<file path="config.mk">
export PLATFORM = sky130hd
export DESIGN_NAME = ysyx_22050039_ifu
export DESIGN_NICKNAME = d
export VERILOG_FILES = /design/src/rtl/ysyx_22050039_ifu.sv
export SDC_FILE = /design/constraint.sdc
export NUM_CORES = 1
export LEC_CHECK = 0
export ABC_AREA = 1
export BUFFER_PORTS_ARGS = -buffer_cell sky130_fd_sc_hd__buf_2
export CAP_MARGIN = 20
export CORE_MARGIN = 2
export CORE_UTILIZATION = 55
export DETAILED_ROUTE_END_ITERATION = 8
export PLACE_DENSITY_LB_ADDON = 0.3
export SLEW_MARGIN = 20
export SYNTH_ARGS = -nofsm -noshare
export SYNTH_HDL_FRONTEND = slang
export SYNTH_SLANG_ARGS = --single-unit
</file>
<file path="constraint.sdc">
create_clock -name clk -period 2.97 [get_ports clk]
set_input_delay 0.594 -clock clk [delete_from_list [all_inputs] [get_ports clk]]
set_output_delay 0.594 -clock clk [all_outputs]
set_load 0.02 [all_outputs]
</file>
<file path="src/rtl/ysyx_22050039_ifu.sv">
// Instruction fetch unit: one outstanding request at a time, no prefetch.
// Flow per instruction: REQ (address handshake) -> WAIT (response) -> HOLD
// (instruction presented to decode until accepted). HALT and ERR are
// terminal until reset.
module ysyx_22050039_ifu #(
    parameter int                XLEN     = 64,
    parameter int                INST_LEN = 32,
    parameter logic [XLEN-1:0]   RESET_PC = 64'h8000_0000
) (
    input  logic                clk,
    input  logic                rst,
    output logic                imem_req_valid,
    input  logic                imem_req_ready,
    output logic [XLEN-1:0]     imem_addr,
    input  logic                imem_resp_valid,
    input  logic [INST_LEN-1:0] imem_resp_data,
    input  logic                imem_resp_err,
    output logic [INST_LEN-1:0] inst,
    output logic                inst_valid,
    input  logic                inst_ready,
    output logic [XLEN-1:0]     pc,
    input  logic                pc_wen,
    input  logic [XLEN-1:0]     dnpc,
    input  logic                halt,
    output logic                fetch_err,
    output logic                halted,
    output logic [XLEN-1:0]     inst_cnt
);

    localparam logic [2:0] IDLE = 3'd0;
    localparam logic [2:0] REQ  = 3'd1;
    localparam logic [2:0] WAIT = 3'd2;
    localparam logic [2:0] HOLD = 3'd3;
    localparam logic [2:0] HALT = 3'd4;
    localparam logic [2:0] ERR  = 3'd5;

    logic [2:0]          state_reg, state_next;
    logic [XLEN-1:0]     pc_reg, pc_next;
    logic [INST_LEN-1:0] inst_reg, inst_next;
    logic [XLEN-1:0]     cnt_reg, cnt_next;
    logic                err_reg, err_next;

    logic                accept;
    logic [XLEN-1:0]     target_pc;

    // The decode stage takes the held instruction this cycle.
    assign accept    = (state_reg == HOLD) && inst_ready;
    // Address of the instruction following the one being accepted.
    assign target_pc = pc_wen ? dnpc : (pc_reg + XLEN'(4));

    // Next-state and datapath update; redirect/halt inputs matter only on accept.
    always_comb begin
        state_next = state_reg;
        pc_next    = pc_reg;
        inst_next  = inst_reg;
        cnt_next   = cnt_reg;
        err_next   = err_reg;
        case (state_reg)
            IDLE: state_next = REQ;
            REQ: begin
                if (imem_req_ready) begin
                    state_next = WAIT;
                end
            end
            WAIT: begin
                if (imem_resp_valid) begin
                    if (imem_resp_err) begin
                        state_next = ERR;
                        err_next   = 1'b1;
                    end else begin
                        inst_next  = imem_resp_data;
                        state_next = HOLD;
                    end
                end
            end
            HOLD: begin
                if (accept) begin
                    cnt_next = cnt_reg + XLEN'(1);
                    pc_next  = target_pc;
                    // Halt outranks a misaligned target: the halting
                    // instruction retires cleanly without an error.
                    if (halt) begin
                        state_next = HALT;
                    end else if (target_pc[1:0] != 2'b00) begin
                        state_next = ERR;
                        err_next   = 1'b1;
                    end else begin
                        state_next = REQ;
                    end
                end
            end
            HALT: state_next = HALT;
            ERR:  state_next = ERR;
            default: state_next = IDLE;
        endcase
    end

    // State registers; reset drops any fetch in flight by returning to IDLE.
    always_ff @(posedge clk) begin
        if (rst) begin
            state_reg <= IDLE;
            pc_reg    <= RESET_PC;
            inst_reg  <= '0;
            cnt_reg   <= '0;
            err_reg   <= 1'b0;
        end else begin
            state_reg <= state_next;
            pc_reg    <= pc_next;
            inst_reg  <= inst_next;
            cnt_reg   <= cnt_next;
            err_reg   <= err_next;
        end
    end

    assign imem_req_valid = (state_reg == REQ);
    assign imem_addr      = pc_reg;
    assign inst           = inst_reg;
    assign inst_valid     = (state_reg == HOLD);
    assign pc             = pc_reg;
    assign fetch_err      = err_reg;
    assign halted         = (state_reg == HALT);
    assign inst_cnt       = cnt_reg;

endmodule
</file>
# [Yosys cells after proc, flatten, opt, wreduce, memory -nomap -nowiden]
# Index checks and enable logic that the tools add are counted.
# Widths: inputs -> output; s select.
[totals] ff_bits=164 output_inout_bits=228
[op_classes] n_addsub=2 eq_ne=11 muxes=14 bitwise_logic=1 n_reduce_logical=8
[op_table] cell="$add 64x1->64 const B" n=1
[op_table] cell="$add 64x3->64 const B" n=1
[op_table] cell="$mux 64" n=1
[op_table] cell="$mux 3" n=6
[op_table] cell="$pmux 3 s6" n=1
[op_table] cell="$eq 3x2->1 const B" n=2
[op_table] cell="$eq 3x3->1 const B" n=2
[op_table] cell="$ne 2x1->1 const B" n=3
[op_table] cell="$ne 2x2->1 const B" n=3
[op_table] cell="$reduce_and 3->1" n=2
[op_table] cell="$reduce_and 6->1" n=1
[op_table] cell="$mux 1" n=5
[op_table] cell="$reduce_bool 2->1" n=2
[op_table] cell="$eq 3x1->1 const B" n=1
[op_table] cell="$logic_not 3->1" n=1
[op_table] cell="$pmux 1 s2" n=1
[op_table] cell="$reduce_and 2->1" n=1
[op_table] cell="$logic_and 1x1->1" n=1
[op_table] cell="$not 1->1" n=1

# [Depth between registers and ports, before layout]
[depth] depth_word=7 ltp_mapped=12

# [Worst setup path after synthesis]
# No wires, ideal clock.
[synth_timing] path_kind="reg2reg" startpoint="register cnt_reg[0], in the netlist inst_cnt[0]" endpoint="register cnt_reg[58], in the netlist inst_cnt[58]" setup_time_ns=0.116 arrival_ns=1.724 path_slack_ns=1.130 stages_incl_launch_ff=11 n_path_buf=0 cell_sequence="dfxtp_1 -> ha_1 -> nand3_1 -> inv_1 -> nand2_1 -> nor2_4 -> nand2_1 -> nor2_2 -> nand3_1 -> o21ai_0 -> nor2_1"
[synth_via] elab_chain_cells=1
[synth_lines] item="from (decl)" line="40" rtl="logic [XLEN-1:0] cnt_reg, cnt_next;"
[synth_lines] item="from (signal assigned)" line="110" rtl="cnt_reg <= cnt_next;"
[synth_lines] item="$add 64x1->64" line="78" rtl="cnt_next = cnt_reg + XLEN'(1);"
# Every way passes these cells.
# A chain may end at the register's enable or synchronous reset.

# [Final worst setup path]
[layout_timing] startpoint="register pc_reg[18], in the netlist imem_addr[18]" endpoint="register pc_reg[56], in the netlist imem_addr[56]"
[layout_via] elab_chain_cells=2
[layout_lines] item="from (decl)" line="38" rtl="logic [XLEN-1:0] pc_reg, pc_next;"
[layout_lines] item="from (signal assigned)" line="108" rtl="pc_reg <= pc_next;"
[layout_lines] item="$add 64x3->64" line="49" rtl="assign target_pc = pc_wen ? dnpc : (pc_reg + XLEN'(4));"
[layout_lines] item="$mux 64" line="49"
# Every way passes these cells.

==> metrics.md <==
| Metric | Value |
|---|---|
| Largest net degree at the start of global routing | `87` |
| Fraction of layout cells with a size suffix above 1 | `19.7%` |
| Initial Utilization | `55.7%` |
| Commonest non-fill, non-tap cell in the layout | `nand2_1` |
| Layout area overhead | `18.9%` |
| Max Slew Vio Count | `0` |
| Syn Inst Count | `roughly 1.8k` |
| Crit end category | `register` |
| Fill count | `1814` |
| First-pass GRT wire length | `54800 µm` |
| Layout Cells excl Fill | `2252` |
| Placement Cell Area | `~0.012 mm²` |
| Maximum vdd drop | `between 0.4 and 0.5 mV` |
| Count of cell types in the netlist | `40` |
| Worst endpoint required time | `between 3 and 4 ns` |
| Initial antenna violation count | `2` |
| Gr usage total | `34.1%` |
| Detailed Route WL | `34600 µm` |
| Initial DRC Count | `~820` |
| Critical Path AT | `2.55 ns` |
| Drt first pass iters | `6` |
| Die W | `roughly 140 µm` |
| Post_cts resized | `0` |
| Final net count | `2110` |
| Most frequent cells in the layout | `nand2_1, nor2_1, buf_2` |
| Dominant synthesized flop cell | `dfxtp_1` |
| Crit-path max FO | `6` |
| Worst setup startpoint | `imem_addr[18]` |
| CTS H-tree lvls | `4` |
| DRT antenna net count | `0` |
| Sequential-to-total area share from yosys stat | `31.6%` |
| CTS Buf Count | `17` |
| Total vias in the final route | `12.2k` |
| #FFs+latches synth | `between 150 and 200` |
| CTS tree | `built` |
| Worst-Margin Slew | `1.03 ns` |
| Skew-Pair Late Insertion Delay | `0.45 ns` |
| FF-to-FF setup slack | `between 0.7 and 0.8 ns` |
| Clk buf depth | `2` |
| Worst flop-to-flop path startpoint | `imem_addr[18]` |
| Mapped cell area | `slightly above 0.01 mm²` |
| Status | `complete, no violations` |
| Post-synth ARST share | `0%` |
| RSZ-0062 raised after global routing | `false` |
| Std cell rows | `50` |
| DP HPWL | `26100 µm` |
| Hold Startpoint | `imem_resp_data[8]` |
| Post-synthesis net count | `1867` |
| Setup Fix Bufs, Post-CTS | `0` |
| Final worst path period need | `2.18 ns` |
| PwrDens | `454 mW/mm²` |
| Post-synth EDFFs | `0` |
| Crit path capture | `imem_addr[56]` |
| Worst Setup Start Kind | `register` |
| WS Path Type | `reg2reg` |
| Setup_tns | `0 ns` |
| Cts hold-fix bufs | `0` |
| Synthesis warning total | `0` |
| Leakage | `5.68 nW` |
| GPL Wtd Cong | `0.987` |
| R2R cell count | `8` |
| Maxcap violations | `0` |
| DRC | `0` |
| Grt ovf | `0` |
| CTS clk-pin slew, worst paths | `0.08 ns` |
| Final Cell Area | `0.0123 mm²` |
| Dpl cells | `2219` |
| Final core utilization | `66.2%` |
| Drt via density | `5.42` |
| DIE AREA | `0.0200 mm²` |
| Boundary pin count | `332` |
| Number of global-route vias before repair | `between 10k and 15k` |
| Final period util | `73.4%` |
| # port buffers | `331` |
| Root Driver | `clkbuf_16` |
| Core footprint | `0.0186 mm²` |
| Max transition margin | `31.1%` |
| Die span in y | `141 µm` |
| Final setup fails | `0` |
| Sink Count | `between 150 and 200` |
| Final hold viol count | `0` |
| R2r endpoint | `imem_addr[56]` |
| Wire per inst | `15.4 µm` |
| Synthesized area per cell | `5.90 µm²` |
| Clock Skew | `0.0161 ns` |
| Maximum clock frequency | `between 400 and 500 MHz` |
| Min-Delay Path Class | `in2reg` |
[cells by family after synthesis]
logic type | after synthesis | synth area share [%]
adders and majority gates | 2 | 0.241
and+or+nand+nor | 1051 | 41.9
xor gates and xnor gates | 9 | 0.759
AOI/OAI and AO/OA | 245 | 12.6
DFF | 164 | 31.6
buffers and inverters | 290 | 12.8
[worst max-delay path: stages, from the launching register on]
cell and delay (ns):
dfxtp_1 0.49, nand2_1 0.15, nor2_1 0.31, nand2_1 0.23, nor3_1 0.52, nand3_1 0.14
nand3_1 0.11, nand2_1 0.05, a21oi_1 0.10
[cell usage after synthesis (2+ instances only)]
master / n / area share [%]
o31ai_1: 13 / 0.94
o21a_1: 5 / 0.36
xor2_1: 6 / 0.51
and3_1: 2 / 0.12
nor2_1: 383 / 14
inv_1: 171 / 6.2
a31oi_1: 5 / 0.30
clkbuf_1: 38 / 1.4
buf_4: 64 / 4.6
buf_1: 14 / 0.51
nor2_2: 8 / 0.48
dfxtp_1: 164 / 32
nor2_4: 4 / 0.43
nand3b_1: 4 / 0.29
nor3_1: 28 / 1.3
o21ai_0: 112 / 5.4
nor2_8: 2 / 0.39
nor4_1: 5 / 0.30
a211oi_1: 7 / 0.51
nand2_1: 479 / 17
nand4_1: 37 / 2.2
ha_1: 2 / 0.24
a21oi_1: 98 / 4.7
xnor2_1: 3 / 0.25
nor3b_1: 3 / 0.22
or2_2: 2 / 0.12
nand3_1: 88 / 4.2
buf_2: 2 / 0.096
[metrics by stage]
stage | setup WS (ns) | hold WS (ns) | total power, mW
floorplan | 1.13 | 0.502 | 3.09
global route | 0.554 | 0.357 | 5.82
finish | 0.789 | 0.363 | 5.60
detailed placement | 0.857 | 0.445 | 3.37
global placement | 0.893 | 0.439 | 3.36
CTS | 0.838 | 0.363 | 5.62
[metal layers]
| layer | vias up | part of all wire, % | track usage, % |
|---|---|---|---|
| met5 | - | 0.038 | 0 |
| met4 | 2 | 4.2 | 15.5 |
| met3 | 85 | 7.9 | 6.11 |
| met2 | 547 | 47 | 58.4 |
| met1 | 5527 | 41 | 41.9 |
| li1 | 6035 | - | - |
[how the worst min path moves through the flow]
stage	depth (start not counted)	slack, ns	to
final	3	0.36	inst[8]
after CTS	3	0.36	inst[12]
after global placement	2	0.44	fetch_err
after floorplan	2	0.50	state_reg[2]
after global routing	3	0.36	inst[11]
after detailed placement	2	0.45	fetch_err
[cell type report]
| cell class | instances | area (µm²) | area share [%] |
|---|---|---|---|
| clock buffer | 17 | 425 | 3.45 |
| clock inverter | 15 | 191 | 1.55 |
| sequential | 164 | 3280 | 26.6 |
| timing repair buffer | 342 | 1740 | 14.1 |
| antenna | 1 | 2.50 | 0.0203 |
| tap | 234 | 293 | 2.37 |
| inverter | 172 | 646 | 5.23 |
| multi-input combinational | 1307 | 5770 | 46.7 |
[where the power goes]
part / internal, mW / switching [mW] / total (mW)
Clock: 1.14 / 1.13 / 2.27
Sequential: 2.30 / 0.127 / 2.43
Combinational: 0.298 / 0.606 / 0.904
Total: 3.74 / 1.86 / 5.60
(Power assumes the default switching activity.)
